$ cat src/rtl/panxi_ifetch.sv
// Instruction-fetch front end: req/gnt/rvalid bus transaction into a 1-entry output register for ID.
// Optional WAIT-state watchdog enabled by defining PANXI_IFETCH_TIMEOUT_EN.
`ifndef PANXI_DW
`define PANXI_DW 32
`endif

module panxi_ifetch #(
    parameter logic [`PANXI_DW-1:0] NOP_INST       = 'h00000013,
    parameter int unsigned          TIMEOUT_CYCLES = 255
) (
    input  logic                 clk,
    input  logic                 rst,
    input  logic [`PANXI_DW-1:0] inst_addr_xi,
    input  logic                 jmp_en_xi,
    input  logic                 hold_id_xi,
    output logic                 ibus_req_xo,
    output logic [`PANXI_DW-1:0] ibus_addr_xo,
    input  logic                 ibus_gnt_xi,
    input  logic                 ibus_rvalid_xi,
    input  logic [`PANXI_DW-1:0] ibus_rdata_xi,
    output logic [`PANXI_DW-1:0] inst_xo,
    output logic [`PANXI_DW-1:0] inst_addr_xo,
    output logic                 inst_valid_xo,
    output logic                 hold_req_xo,
    output logic                 ibus_err_xo
);

    typedef enum logic [1:0] {S_IDLE, S_REQ, S_WAIT, S_PEND} state_t;

    state_t               state_q, state_d;
    logic                 drop_q, drop_d;
    logic                 inst_valid_q;
    logic [`PANXI_DW-1:0] inst_q, inst_addr_q;
    logic [`PANXI_DW-1:0] req_addr_q, pend_data_q;
    logic                 slot_free, rsp_drop, load_rsp, load_pend, timeout;

    assign slot_free = !inst_valid_q || !hold_id_xi;
    assign rsp_drop  = drop_q || jmp_en_xi;
    assign load_rsp  = (state_q == S_WAIT) && ibus_rvalid_xi && !rsp_drop && slot_free;
    assign load_pend = (state_q == S_PEND) && slot_free && !jmp_en_xi;

`ifdef PANXI_IFETCH_TIMEOUT_EN
    localparam logic [7:0] TMO_LAST = 8'(TIMEOUT_CYCLES - 1);

    logic [7:0] tmo_cnt_q;
    logic       err_q;

    assign timeout = (state_q == S_WAIT) && !ibus_rvalid_xi && (tmo_cnt_q == TMO_LAST);

    // Counter idles at zero outside WAIT, so every entry into WAIT starts a fresh count.
    always_ff @(posedge clk) begin
        if (rst) begin
            tmo_cnt_q <= '0;
            err_q     <= 1'b0;
        end else begin
            tmo_cnt_q <= (state_q == S_WAIT) ? tmo_cnt_q + 8'd1 : 8'd0;
            err_q     <= timeout;
        end
    end

    assign ibus_err_xo = err_q;
`else
    assign timeout     = 1'b0;
    assign ibus_err_xo = 1'b0;
`endif

    always_comb begin
        // NOTE: every signal written here gets a default first, so no path leaves it unassigned and no latch is inferred.
        state_d = state_q;
        drop_d  = drop_q;
        unique case (state_q)
            S_IDLE: state_d = S_REQ;
            S_REQ: begin
                if (ibus_gnt_xi) begin
                    state_d = S_WAIT;
                    drop_d  = jmp_en_xi;
                end
            end
            S_WAIT: begin
                if (ibus_rvalid_xi) begin
                    drop_d  = 1'b0;
                    state_d = (rsp_drop || slot_free) ? S_REQ : S_PEND;
                end else if (timeout) begin
                    drop_d  = 1'b0;
                    state_d = S_REQ;
                end else if (jmp_en_xi) begin
                    drop_d = 1'b1;
                end
            end
            S_PEND: begin
                if (jmp_en_xi || slot_free) state_d = S_REQ;
            end
            default: state_d = S_IDLE;
        endcase
    end

    // NOTE: sequential state uses non-blocking assignments so every register samples pre-edge values.
    always_ff @(posedge clk) begin
        if (rst) begin
            state_q      <= S_IDLE;
            drop_q       <= 1'b0;
            inst_valid_q <= 1'b0;
            inst_addr_q  <= '0;
        end else begin
            state_q <= state_d;
            drop_q  <= drop_d;
            if (jmp_en_xi)
                inst_valid_q <= 1'b0;
            else if (load_rsp || load_pend)
                inst_valid_q <= 1'b1;
            else if (inst_valid_q && !hold_id_xi)
                inst_valid_q <= 1'b0;
            if (load_rsp || load_pend) inst_addr_q <= req_addr_q;
        end
    end

    // NOTE: payload registers carry no reset; they are only observed once a valid flag or state qualifies them.
    always_ff @(posedge clk) begin
        if (state_q == S_REQ && ibus_gnt_xi) req_addr_q <= inst_addr_xi;
        if (state_q == S_WAIT && ibus_rvalid_xi) pend_data_q <= ibus_rdata_xi;
        if (load_rsp)
            inst_q <= ibus_rdata_xi;
        else if (load_pend)
            inst_q <= pend_data_q;
    end

    assign ibus_req_xo   = !rst && (state_q == S_REQ);
    assign ibus_addr_xo  = inst_addr_xi;
    assign inst_xo       = inst_valid_q ? inst_q : NOP_INST;
    assign inst_addr_xo  = inst_addr_q;
    assign inst_valid_xo = inst_valid_q;
    assign hold_req_xo   = rst || !(load_rsp || load_pend);

endmodule

$ cat config.mk
export PLATFORM = sky130hd
export DESIGN_NAME = panxi_ifetch
export DESIGN_NICKNAME = d
export VERILOG_FILES = /design/src/rtl/panxi_ifetch.sv
export SDC_FILE = /design/constraint.sdc
export NUM_CORES = 1
export LEC_CHECK = 0
export ABC_AREA = 1
export CAP_MARGIN = 15
export CORE_MARGIN = 5
export CORE_UTILIZATION = 24
export CTS_BUF_LIST = sky130_fd_sc_hd__clkbuf_2 sky130_fd_sc_hd__clkbuf_4 sky130_fd_sc_hd__clkbuf_8
export CTS_CLUSTER_SIZE = 20
export DETAILED_ROUTE_END_ITERATION = 10
export SLEW_MARGIN = 20
export SYNTH_ARGS = -nofsm -noshare
export SYNTH_HDL_FRONTEND = slang
export SYNTH_SLANG_ARGS = --single-unit
$ cat constraint.sdc
create_clock -name clk -period 2.9 [get_ports clk]
set_clock_uncertainty 0.15 [all_clocks]
set_input_delay 0.58 -clock clk [delete_from_list [all_inputs] [get_ports clk]]
set_output_delay 0.58 -clock clk [all_outputs]
set_load 0.01 [all_outputs]
After elaboration in Yosys (flattened, before gate mapping)
Cells that the tools add are included.
W data, S select, Z words.

word-level totals
  register bits = 132
  bits in latches = 0
  RAM bits = 0
  bits in read-only memories = 0
  input port bits = 70
  output and inout bits = 100
  logic and storage cells = 55
  memories = 0

operators by class
  add/sub/neg operators = 0
  multiply operators = 0
  divide/modulo/power cells = 0
  $lt $le $gt $ge = 0
  equal/unequal tests = 7
  shifts and indexed selects = 0
  mux-type cells = 14
  bitwise logic cells = 0
  reduce and logical (&&, ||, !) cells = 27

operators with widths
  cell                  count
  $mux W32              3
  $logic_and A1 B1 Y1   8
  $mux W2               4
  $pmux W2 S4           1
  $logic_not A1 Y1      6
  $logic_or A1 B1 Y1    6
  $reduce_and A3 Y1     2
  $reduce_bool A2 Y1    3
  $mux W1               5
  $eq A2 B2 Y1 const B  2
  $ne A2 B2 Y1 const B  2
  $ne A3 B3 Y1 const B  1
  $eq A2 B1 Y1 const B  1
  $logic_not A2 Y1      1
  $ne A2 B1 Y1 const B  1
  $pmux W1 S2           1
  $reduce_or A2 Y1      1

Logic depth before layout (Yosys ltp)
  word-level depth = 7
  gate-level depth with buffers = 10
  mapped depth without buffers = 8

Least setup slack after synthesis
No wires, ideal clock.

  kind = in2out
  from = input ibus_rvalid_xi
  to = output hold_req_xo
  data arrival time = 2.344 ns
  data required time = 2.170 ns
  slack = -0.174 ns
  stages on the path = 6
  path buffers = 1
  cells stage by stage = nand2_1 -> inv_2 -> nand3_2 -> buf_4 -> nand2_1 -> nand2_1

on the way
  longest elaborated chain between the ends = 6

ends and longest elaborated chain
  item                              RTL line  source
  start: declaration                19        input logic ibus_rvalid_xi,
  $logic_and A1 B1 Y1 (3 in a row)  39        assign load_rsp = (state_q == S_WAIT) && ibus_rvalid_xi && !rsp_drop && slot_free;
  $logic_or A1 B1 Y1                132       assign hold_req_xo = rst || !(load_rsp || load_pend);
  $logic_not A1 Y1                  132
  $logic_or A1 B1 Y1                132
  end: declaration                  24        output logic hold_req_xo,

No other way between the ends.

Worst setup path in the final report
  from = register inst_valid_q (netlist: inst_valid_xo)
  to = output inst_xo[17]

on the way
  longest elaborated chain between the ends = 1

ends and longest elaborated chain
  item                      RTL line  source
  start: declaration        32        logic inst_valid_q;
  start signal: assignment  102       inst_valid_q <= 1'b0;
  start signal: assignment  108       inst_valid_q <= 1'b0;
  start signal: assignment  110       inst_valid_q <= 1'b1;
  $mux W32                  129       assign inst_xo = inst_valid_q ? inst_q : NOP_INST;
  end: declaration          21        output logic [`PANXI_DW-1:0] inst_xo,

No other way between the ends.

==> summary.md <==
| Metric | Value |
|---|---|
| Status | `completed` |
| Core area | `22780 sq um` |
| Comb power frac | `around 11%` |
| DP Wirelength | `approximately 8.3 mm` |
| First-pass GRT wire length | `between 20 and 25 mm` |
| Synth Warn # | `0` |
| Pwr Total | `0.004112 W` |
| Setup bufs post-CTS | `0` |
| Clock insertion delay at the later pin of the skew report | `0.44 ns` |
| # nets final | `between 700 and 800` |
| Slowest CP cell | `clkdlybuf4s50_1` |
| Worst EP required | `about 2.2 ns` |
| Total GRT Usage | `9.760%` |
| Max Transition Viols Final | `0` |
| Most frequent cells after synthesis | `112 x nand2_1, 96 x edfxtp_1, 73 x inv_1` |
| CP startpoint | `inst_valid_xo` |
| Worst Hold Launch | `req_addr_q[8]` |
| Cells along the critical path | `buf_4 -> nand2_1 -> inv_1 -> clkdlybuf4s50_1` |
| Flop pwr share | `about 52%` |
| IO buf count | `168` |
| Power Internal | `0.003130 W` |
| Largest vdd supply drop | `313.3 uV` |
| Yosys top cell by area | `edfxtp_1` |
| Starting DRT DRC Count | `167` |
| Detail Route Antenna Nets | `0` |
| Worst Path Max Fanout | `33` |
| Power per cell area | `536.3 nW/um^2` |
| Max frequency | `0.3826 GHz` |
| Synth area leaders | `edfxtp_1 52%, dfxtp_1 13%, nand2_1 7.5%, buf_4 5.3%, inv_1 4.9%` |
| Site row count | `55` |
| Cell Area, Synth | `5570 sq um` |
| Kind of critical path | `reg2out` |
| RSZ-0062 raised after global routing | `no` |
| Final setup violation count | `0` |
| Initial antenna violation count | `0` |
| CP Launch Type | `flop` |
| Max_cap viols | `0` |
| DRT Wirelength | `12.80 mm` |
| Post-Route Utilization | `33.67%` |
| Drt pass-1 iters | `4` |
| WL/cell | `12.89 um` |
| Register area | `3603 sq um` |
| Ports | `170` |
| Finished Layout Cells | `993` |
| Grt ovf | `0` |
| Worst hold-check path type | `reg2reg` |
| P_sw | `0.0009825 W` |
| Final hold vios | `0` |
| Max incr delay on CP | `0.56 ns` |
| Sequential share of the synthesized area | `64.69%` |
| Multi-input gate area | `roughly 1300 sq um` |
| Sw Share | `about a quarter` |
| Placed cells | `960` |
| Layout area overhead | `37.67%` |
| Leak | `3.224 nW` |
| Starting Density | `around a quarter` |
| Slew headroom | `56.08%` |
| Worst-margin pin slew | `0.6589 ns` |
| Clock network power share | `a little over a third` |
| Via count | `3882` |
| Post-synthesis sequential element count | `132` |
| R2R Path Start | `state_q[0]` |
| Fin crit share | `90.13%` |
| Setup TNS | `0 ns` |
| Clock tree sinks | `132` |
| Most common cell in the netlist | `nand2_1` |
| Vias in the first global route | `3825` |
| CTS tree | `built` |
| Number of remaining DRC errors | `0` |
| Main flop type after synthesis | `edfxtp_1` |
| Root cell of the clock tree | `clkbuf_8` |
| Number of synthesized flops with an enable pin | `96` |
| Clk buf depth | `2` |
| Post-synth ARST share | `0%` |
| CP Capture Type | `output pin` |
| GPL Wtd Cong | `0.6713` |
| Final min period | `~2.6 ns` |
| Fill count | `2317` |
| Largest net degree at the start of global routing | `129` |
| Routed vias/inst | `3.909` |
| Total CTS buffers | `17` |
| H-tree depth | `4` |
| Yosys cell types | `23` |
| Avg Inst Size Synth | `10.45 sq um` |
| Share of cells above drive strength 1 | `6.333%` |
| Cells after synthesis | `533` |
| Crit path DAT | `1.88 ns` |
| Die Height | `between 150 and 200 um` |
| Die X | `162.3 um` |
| Die ar. | `between 20000 and 30000 sq um` |
| Clock-pin slew on the worst setup and hold paths | `roughly 0.070 ns` |
| Synth top area share | `51.75%` |
| Post-synth net total | `606` |
[area by class of cell]
type / instances / share of cell area [%]
diodes: 1 / 0.03263
multi-input cells: 264 / 16.41
inverters: 76 / 3.720
repair buffers: 175 / 22.81
clock buffers: 18 / 3.149
clock inverters: 14 / 1.778
flip-flops and latches: 132 / 46.99
well taps: 313 / 5.107
[critical path: cells and delay by family (launching register included)]
family	cells	cell delay (ns)
buffers and inverters	3	0.98
flip-flops	1	0.37
AND/OR/NAND/NOR	1	0.09
[cell usage in the layout (no fill, tap or decap)]
master / netlist / layout
clkinv_1: 1 / 4
nand2_1: 112 / 111
clkinv_4: 0 / 2
dlymetal6s2s_1: 0 / 1
nor2_1: 43 / 43
inv_6: 0 / 2
conb_1: 1 / 1
nand3b_1: 32 / 32
clkinvlp_4: 0 / 2
o21ai_0: 6 / 6
nor2_2: 1 / 1
o21a_1: 1 / 1
nor3_1: 1 / 1
nand3_4: 0 / 1
dfxtp_1: 36 / 36
a21oi_1: 32 / 32
diode_2: 0 / 1
nand2_4: 1 / 1
buf_12: 0 / 1
clkinv_2: 0 / 3
clkdlybuf4s50_1: 0 / 167
nand2_2: 0 / 1
edfxtp_1: 96 / 96
inv_2: 2 / 2
clkbuf_4: 0 / 1
ha_1: 3 / 3
inv_1: 73 / 73
buf_4: 39 / 6
nand3_2: 2 / 1
o21ai_1: 29 / 29
clkbuf_8: 0 / 17
bufinv_16: 0 / 2
[per-layer routing]
metal | global-route usage (%) | vias to the layer above | part of all wire, %
met5 | 0 | - | 0
met4 | 3.345 | 0 | 1.2
li1 | - | 1957 | -
met2 | 15.31 | 144 | 44
met3 | 4.784 | 13 | 11
met1 | 11.71 | 1768 | 44
[power groups by stage]
stage | clock network [W] | registers, W | logic, W
finish | 0.00150 | 0.00216 | 0.000459
global route | 0.00167 | 0.00217 | 0.000508
CTS | 0.00158 | 0.00216 | 0.000469
detailed placement | 0 | 0.00220 | 0.000466
global placement | 0 | 0.00220 | 0.000462
floorplan | 0 | 0.00221 | 0.000222
[state kept, by name, summed over array words and instances, names as in the netlist]
signal,flops
inst_q,32
pend_data_q,32
drop_q,1
inst_addr_xo,32
state_q,2
req_addr_q,32
inst_valid_xo,1
[cells by family (layout without fill, tap and decap cells)]
| group | count (synthesis) | in the layout | share of synthesized area (%) |
|---|---|---|---|
| compound gates | 68 | 68 | 6.155 |
| simple gates | 192 | 192 | 15.52 |
| fa+ha+maj | 3 | 3 | 0.6739 |
| flops | 132 | 132 | 64.69 |
| other cells | 1 | 2 | 0.06732 |
| buf+inv | 137 | 283 | 12.89 |
[per-stage QoR]
stage | hold slack [ns] | cell area, sq um | worst slack [ns]
global placement | 0.2961 | 7286 | 0.09172
CTS | 0.3247 | 7664 | 0.04088
detailed placement | 0.3073 | 7286 | 0.07706
floorplan | 0.2944 | 5573 | 0.1651
global route | 0.3430 | 7666 | 0.1200
finish | 0.3221 | 7669 | 0.2863
[path summary, 6_finish.rpt]
kind / slack (ns) / endpoint / depth (start not counted)
worst max-delay path: 0.29 / inst_xo[17] / 4
worst min-delay path: 0.32 / inst_addr_xo[8] / 2
worst max register to register: 0.99 / inst_q[12] / 7
worst min register to register: 0.32 / inst_addr_xo[8] / 2
[timing repair]
action / 4_1_cts / 5_1_grt
gates resized for setup: 0 / 1
hold buffers: 0 / 0
endpoints found under the setup margin: 0 / 1
Note: power is estimated with default switching activity, not from simulation.
